===== src/rtl/cpu_seq_pkg.sv =====
// cpu_seq_pkg -- shared definitions for the multi-cycle sequencer.
//   state_t          : 3-bit sequencer state encoding
//   ADDR_PC/ADDR_ALU : mem_addr_sel encodings (fetch address vs data address)
//   DEFAULT_WAIT_MAX : default memory-wait budget before faulting
package cpu_seq_pkg;

  typedef enum logic [2:0] {
    ST_IDLE    = 3'd0,
    ST_FETCH   = 3'd1,
    ST_DECODE  = 3'd2,
    ST_EXECUTE = 3'd3,
    ST_MEM     = 3'd4,
    ST_WB      = 3'd5,
    ST_HALT    = 3'd6,
    ST_FAULT   = 3'd7
  } state_t;

  localparam logic ADDR_PC  = 1'b0;
  localparam logic ADDR_ALU = 1'b1;

  localparam int DEFAULT_WAIT_MAX = 16;

endpackage


===== src/rtl/cpu_seq_ctrl_if.sv =====
// cpu_seq_ctrl_if -- bundle between the sequencer and the decoder, datapath,
// register file and memory port.
//   Decoder flags : data_read_en, data_write_en, reg_write_en
//   Memory port   : mem_req, mem_addr_sel, mem_we, mem_ack
//   Strobes       : ir_load, mdr_load, reg_write, pc_write
//   Control       : halt_req, halted, fault
//   Perf counters : cycle_count, retire_count (CNT_W bits)
// Modport master is the sequencer side; slave is the surrounding core.
interface cpu_seq_ctrl_if #(
  parameter int CNT_W = 32
);
  logic             data_read_en;
  logic             data_write_en;
  logic             reg_write_en;
  logic             mem_ack;
  logic             halt_req;
  logic             mem_req;
  logic             mem_addr_sel;
  logic             mem_we;
  logic             ir_load;
  logic             mdr_load;
  logic             reg_write;
  logic             pc_write;
  logic             halted;
  logic             fault;
  logic [CNT_W-1:0] cycle_count;
  logic [CNT_W-1:0] retire_count;

  modport master (
    input  data_read_en, data_write_en, reg_write_en, mem_ack, halt_req,
    output mem_req, mem_addr_sel, mem_we, ir_load, mdr_load, reg_write,
           pc_write, halted, fault, cycle_count, retire_count
  );

  modport slave (
    output data_read_en, data_write_en, reg_write_en, mem_ack, halt_req,
    input  mem_req, mem_addr_sel, mem_we, ir_load, mdr_load, reg_write,
           pc_write, halted, fault, cycle_count, retire_count
  );

endinterface


===== src/rtl/cpu_seq_wait_timer.sv =====
// cpu_seq_wait_timer -- counts consecutive memory-wait cycles.
//   clk, rst_n : clock, asynchronous active-low reset (count -> 0)
//   clr        : restart the count (sequencer changes state)
//   en         : a request is waiting this cycle without an ack
//   term       : wait budget in cycles (2..255)
//   expired    : this waiting cycle is the last one the budget allows
module cpu_seq_wait_timer (
  input  logic       clk,
  input  logic       rst_n,
  input  logic       clr,
  input  logic       en,
  input  logic [7:0] term,
  output logic       expired
);

  logic [7:0] cnt;

  always_ff @(posedge clk or negedge rst_n) begin
    if (!rst_n)   cnt <= 8'd0;
    else if (clr) cnt <= 8'd0;
    else if (en)  cnt <= cnt + 8'd1;
  end

  // cnt holds the number of un-acked cycles already spent, so the
  // term-th waiting cycle sees cnt == term-1.
  assign expired = en && (cnt == term - 8'd1);

endmodule


===== src/rtl/cpu_seq_ctrl.sv =====
// cpu_seq_ctrl -- multi-cycle instruction sequencer for the 16-bit core.
// Steps FETCH -> DECODE -> EXECUTE -> [MEM] -> WB over one shared memory port,
// with a bounded memory wait (FAULT on timeout) and halt/resume at WB.
//   clk, rst_n : clock, asynchronous active-low reset
//   bus        : cpu_seq_ctrl_if.master (decoder flags, memory handshake,
//                strobes, halt/fault status, performance counters)
//   WAIT_MAX   : cycles a request may wait for mem_ack (2..255)
//   CNT_W      : performance counter width
// Optional feature macro: CPU_SEQ_PERF_EN enables cycle_count/retire_count;
// without it both counters read constant 0.
module cpu_seq_ctrl
  import cpu_seq_pkg::*;
#(
  parameter int WAIT_MAX = DEFAULT_WAIT_MAX,
  parameter int CNT_W    = 32
) (
  input  logic                  clk,
  input  logic                  rst_n,
  cpu_seq_ctrl_if.master        bus
);

  state_t state, nxt;
  logic   rd_q, wr_q, rwe_q;
  logic   wait_en, wait_clr, wait_expired;

  always_ff @(posedge clk or negedge rst_n) begin
    if (!rst_n) state <= ST_IDLE;
    else        state <= nxt;
  end

  // Decoder flags are only meaningful while IR holds the new instruction.
  always_ff @(posedge clk or negedge rst_n) begin
    if (!rst_n) begin
      rd_q  <= 1'b0;
      wr_q  <= 1'b0;
      rwe_q <= 1'b0;
    end else if (state == ST_DECODE) begin
      rd_q  <= bus.data_read_en;
      wr_q  <= bus.data_write_en;
      rwe_q <= bus.reg_write_en;
    end
  end

  always_comb begin
    nxt              = state;
    bus.mem_req      = 1'b0;
    bus.mem_addr_sel = ADDR_PC;
    bus.mem_we       = 1'b0;
    bus.ir_load      = 1'b0;
    bus.mdr_load     = 1'b0;
    bus.reg_write    = 1'b0;
    bus.pc_write     = 1'b0;
    bus.halted       = 1'b0;
    bus.fault        = 1'b0;
    unique case (state)
      ST_IDLE: nxt = ST_FETCH;
      ST_FETCH: begin
        bus.mem_req = 1'b1;
        if (bus.mem_ack) begin
          bus.ir_load = 1'b1;
          nxt         = ST_DECODE;
        end else if (wait_expired) begin
          nxt = ST_FAULT;
        end
      end
      ST_DECODE:  nxt = ST_EXECUTE;
      ST_EXECUTE: nxt = (rd_q || wr_q) ? ST_MEM : ST_WB;
      ST_MEM: begin
        bus.mem_req      = 1'b1;
        bus.mem_addr_sel = ADDR_ALU;
        // A store wins when the decoder flags both directions.
        bus.mem_we       = wr_q;
        if (bus.mem_ack) begin
          bus.mdr_load = rd_q && !wr_q;
          nxt          = ST_WB;
        end else if (wait_expired) begin
          nxt = ST_FAULT;
        end
      end
      ST_WB: begin
        bus.reg_write = rwe_q;
        bus.pc_write  = 1'b1;
        nxt           = bus.halt_req ? ST_HALT : ST_FETCH;
      end
      ST_HALT: begin
        bus.halted = 1'b1;
        if (!bus.halt_req) nxt = ST_FETCH;
      end
      ST_FAULT: bus.fault = 1'b1;
      default: nxt = ST_IDLE;
    endcase
  end

  assign wait_en  = ((state == ST_FETCH) || (state == ST_MEM)) && !bus.mem_ack;
  assign wait_clr = (nxt != state);

  cpu_seq_wait_timer u_wait_timer (
    .clk     (clk),
    .rst_n   (rst_n),
    .clr     (wait_clr),
    .en      (wait_en),
    .term    (8'(WAIT_MAX)),
    .expired (wait_expired)
  );

`ifdef CPU_SEQ_PERF_EN
  logic [CNT_W-1:0] cyc_q, ret_q;

  always_ff @(posedge clk or negedge rst_n) begin
    if (!rst_n) begin
      cyc_q <= '0;
      ret_q <= '0;
    end else begin
      if ((state != ST_IDLE) && (state != ST_HALT) && (state != ST_FAULT))
        cyc_q <= cyc_q + 1'b1;
      if (bus.pc_write)
        ret_q <= ret_q + 1'b1;
    end
  end

  assign bus.cycle_count  = cyc_q;
  assign bus.retire_count = ret_q;
`else
  assign bus.cycle_count  = '0;
  assign bus.retire_count = '0;
`endif

endmodule


===== src/flat_wrapper.sv =====
// flat-port wrapper written by rule: the top's interface ports become plain ports
module cpu_seq_ctrl_flat import cpu_seq_pkg::*;
#(
  parameter int WAIT_MAX = DEFAULT_WAIT_MAX,
  parameter int CNT_W    = 32
)
  (clk, rst_n, bus_data_read_en, bus_data_write_en, bus_reg_write_en, bus_mem_ack, bus_halt_req, bus_mem_req, bus_mem_addr_sel, bus_mem_we, bus_ir_load, bus_mdr_load, bus_reg_write, bus_pc_write, bus_halted, bus_fault, bus_cycle_count, bus_retire_count);
  cpu_seq_ctrl_if #(.CNT_W(CNT_W)) bus_i ();
  input  logic clk;
  input  logic rst_n;
  input wire logic [$bits(bus_i.data_read_en)-1:0] bus_data_read_en;
  input wire logic [$bits(bus_i.data_write_en)-1:0] bus_data_write_en;
  input wire logic [$bits(bus_i.reg_write_en)-1:0] bus_reg_write_en;
  input wire logic [$bits(bus_i.mem_ack)-1:0] bus_mem_ack;
  input wire logic [$bits(bus_i.halt_req)-1:0] bus_halt_req;
  output wire logic [$bits(bus_i.mem_req)-1:0] bus_mem_req;
  output wire logic [$bits(bus_i.mem_addr_sel)-1:0] bus_mem_addr_sel;
  output wire logic [$bits(bus_i.mem_we)-1:0] bus_mem_we;
  output wire logic [$bits(bus_i.ir_load)-1:0] bus_ir_load;
  output wire logic [$bits(bus_i.mdr_load)-1:0] bus_mdr_load;
  output wire logic [$bits(bus_i.reg_write)-1:0] bus_reg_write;
  output wire logic [$bits(bus_i.pc_write)-1:0] bus_pc_write;
  output wire logic [$bits(bus_i.halted)-1:0] bus_halted;
  output wire logic [$bits(bus_i.fault)-1:0] bus_fault;
  output wire logic [$bits(bus_i.cycle_count)-1:0] bus_cycle_count;
  output wire logic [$bits(bus_i.retire_count)-1:0] bus_retire_count;
  assign bus_i.data_read_en = bus_data_read_en;
  assign bus_i.data_write_en = bus_data_write_en;
  assign bus_i.reg_write_en = bus_reg_write_en;
  assign bus_i.mem_ack = bus_mem_ack;
  assign bus_i.halt_req = bus_halt_req;
  assign bus_mem_req = bus_i.mem_req;
  assign bus_mem_addr_sel = bus_i.mem_addr_sel;
  assign bus_mem_we = bus_i.mem_we;
  assign bus_ir_load = bus_i.ir_load;
  assign bus_mdr_load = bus_i.mdr_load;
  assign bus_reg_write = bus_i.reg_write;
  assign bus_pc_write = bus_i.pc_write;
  assign bus_halted = bus_i.halted;
  assign bus_fault = bus_i.fault;
  assign bus_cycle_count = bus_i.cycle_count;
  assign bus_retire_count = bus_i.retire_count;
  cpu_seq_ctrl #(.WAIT_MAX(WAIT_MAX), .CNT_W(CNT_W)) u_core (.clk(clk), .rst_n(rst_n), .bus(bus_i));
endmodule

===== config.mk =====
export PLATFORM = sky130hd
export DESIGN_NAME = cpu_seq_ctrl_flat
export DESIGN_NICKNAME = d
export VERILOG_FILES = /design/src/rtl/cpu_seq_pkg.sv /design/src/rtl/cpu_seq_ctrl_if.sv /design/src/rtl/cpu_seq_wait_timer.sv /design/src/rtl/cpu_seq_ctrl.sv /design/src/flat_wrapper.sv
export SDC_FILE = /design/constraint.sdc
export NUM_CORES = 1
export LEC_CHECK = 0
export CORE_MARGIN = 3
export CORE_UTILIZATION = 39
export CTS_CLUSTER_SIZE = 14
export DETAILED_ROUTE_END_ITERATION = 8
export GPL_TIMING_DRIVEN = 0
export PLACE_DENSITY = 0.87
export SLEW_MARGIN = 20
export SYNTH_ARGS = -nofsm -noshare
export SYNTH_HDL_FRONTEND = slang
export SYNTH_SLANG_ARGS = --single-unit

===== constraint.sdc =====
create_clock -name clk -period 2.44 [get_ports clk]
set_clock_uncertainty 0.1 [all_clocks]
set_input_delay 0.488 -clock clk [delete_from_list [all_inputs] [get_ports clk]]
set_output_delay 0.488 -clock clk [all_outputs]
set_load 0.005 [all_outputs]

==> out/metrics.cfg <==
[run_status]
outcome=finished clean

[timing]
fmax_mhz=419
setup_ws_ps=52.7
tightest_slew_ps=631
drv_slew=0
finalHoldViolCount=0
fin_crit_ps=2390
setup_violations=0
maxSlewHeadroom_pct=57.5
tns_ps=0
fin_crit_sh_pct=97.8
finalHoldWorstSlack_ps=417

[critical_path]
arrival_ps=1800
r2r-start=u_core.u_wait_timer.cnt[4]
crit_fanout=5
cp_slowest_cell=clkdlybuf4s50_1
crit_type=reg -> out
reg2regPathDepth=4
r2r_slack_ps=260
timing.rr.end=u_core.u_wait_timer.cnt[1]
crit_path_max_incr_delay_ps=540
path_cells=buf_6 > clkinvlp_4 > nor4b_2 > clkdlybuf4s50_1
start_kind=flip-flop
critical_path_required_ps=1850
end_kind=primary output

[clocking]
cts_root_buffer=clkbuf_4
cts_buffers=3
htreeDepth=1
cts_tree=built
insertion_delay_ps=290
path_clk_slew_ps=90
ctsHoldBuffers=0
cts_sinks=14
clock_path_buffers=2

[drt]
vias=1257
drt-wirelength-per-cell_microns=10.3
drtIter0Drc=42
viasPerCell=4.16
drt-total-wl_microns=3100
drc_errors=0
first_pass_iters=5
antenna_left=0

[synth]
synth_cell_types=38
syn_area_per_cell_sq_um=8.52
yosysSeqAreaShare_pct=24.9
synth-seq-cells=14
synth-warning-count=0
syn_inst=165
netlist_area_sq_um=1410
ys_async_sr_fraction_pct=100
ys.flop_type=dfrtp_1
synth-edff-count=0

[power]
power_density_nw_per_um2=780
p_leak_uw=0.00110
peakVddDrop_mv=0.729
total_power_uw=1570

[die]
die_w_microns=66.0
die-area_sq_um=4360
rows=21
die_h_microns=66.0
io_pins=80
core_sq_um=3420
start_util_pct=41.1

[hold_path]
holdPathEnd=u_core.rwe_q
hold_class=reg -> reg
whs_path_depth=1
min_from=u_core.rwe_q

[layout]
stdcell_count=302
fin_nets=265
n_fill_cell=294
antenna_cells=0
drive_above_1_share_pct=36.7
final_common_cell=buf_4
syn_to_final_growth_pct=42.8
final_cell_mix=74 x buf_4, 64 x conb_1, 13 x dfrtp_1, 12 x clkdlybuf4s50_1, 7 x a211oi_1
layout.area.seq_sq_um=352
multi_input_area_sq_um=802

[placed_design]
dpl.cell_count=288
io_buffers=14
gp_congestion=0.832
pre_cts_slack_ps=5.29
hpwl_microns=2150

[grt]
grt_pass1_vias=959
antenna_found_initial=0
gr-usage-all-layers_pct=12.4
grt-ovfl-total=0
grt_first_pass_wirelength_microns=4260
grt_max_degree=15

[run]
max_cap_violations=0

[cell usage after synthesis, types with 2 or more instances]
master	n	area share, %
xnor2_1	5	3.1
clkbuf_1	3	0.80
a211oi_1	7	3.7
and2_1	3	1.3
o21ai_1	2	0.71
xor2_1	4	2.5
and3_1	4	1.8
nor4_1	3	1.3
dfrtp_1	14	25
nor3b_1	2	1.1
nor3_1	3	1.1
inv_1	2	0.53
nor2_1	7	1.9
mux2i_1	2	1.4
buf_2	2	0.71
buf_4	65	35
nand2_1	6	1.6
nand3_1	4	1.4
o21ai_0	4	1.4
mux2_2	3	2.4
a21oi_1	3	1.1
[how the worst max path moves through the flow]
stage                            endpoint            start  cells after the start  slack (ps)
2_1_floorplan  u_core.u_wait_timer.cnt[6]      bus_mem_ack                      5         600
4_1_cts                     bus_reg_write  u_core.state[2]                      5           7
6_report                      bus_ir_load  u_core.state[0]                      4          50
3_5_place_dp                bus_reg_write  u_core.state[2]                      5           5
3_3_place_gp                bus_reg_write  u_core.state[2]                      5          20
5_1_grt                       bus_ir_load  u_core.state[0]                      4         -50
[kinds of logic (layout without fill, tap and decap cells)]
group	after synthesis	in the layout	synth area share [%]
simple gates	39	39	15.3
compound gates	24	24	12.4
buf+inv	72	100	36.8
mux	5	5	3.83
xor+xnor	9	9	5.61
fa+ha+maj	1	1	0.890
flops	14	14	24.9
other cells	1	64	0.267
[where the power goes]
| group | switching, uW | internal, uW | total (uW) |
|---|---|---|---|
| Clock | 79.3 | 90.9 | 170 |
| Combinational | 530 | 526 | 1060 |
| Sequential | 47.4 | 292 | 339 |
| Total | 657 | 909 | 1570 |
[routing by layer]
metal	GRT usage [%]	share of wire [%]	vias to the layer above	wire length [microns]
li1	-	-	623	-
met1	14.4	36	545	1110
met2	22.3	52	81	1600
met3	2.38	11	8	344
met4	4.57	1.4	0	42
met5	0	0	-	0
[timing repair]
item	4_1_cts	5_1_grt
gates cloned	0	2
buffers inserted	2	7
endpoints found under the setup margin	7	3
hold endpoints to repair	0	0
pin swaps	0	1
resized for setup	8	10
[flip-flops by register name, indices dropped and copies added, names as in the netlist]
name,flops
u_core.rd_q,1
u_core.wr_q,1
u_core.rwe_q,1
u_core.u_wait_timer.cnt,8
u_core.state,3
[layout make-up]
class                           instances  area share (%)
Multi-Input combinational cell        142            40.0
Clock buffer                            4            1.81
Tap cell                               46            2.87
Sequential cell                        14            17.5
Timing Repair Buffer                   25            11.1
Inverter                                2           0.561
Buffer                                 69            26.2
[worst max-delay path: cells and delay by family (launching register included)]
| kind | cells | cell delay (ps) |
|---|---|---|
| buffers and inverters | 3 | 830 |
| flip-flops | 1 | 390 |
| AND/OR/NAND/NOR | 1 | 280 |
[stage by stage]
stage	util [%]	instance area, sq um
floorplan	-	1640
global placement	53.8	1840
detailed placement	53.8	1840
CTS	56.0	1910
global route	58.8	2010
finish	58.8	2010
No activity file was read; power rests on OpenSTA's default activity.
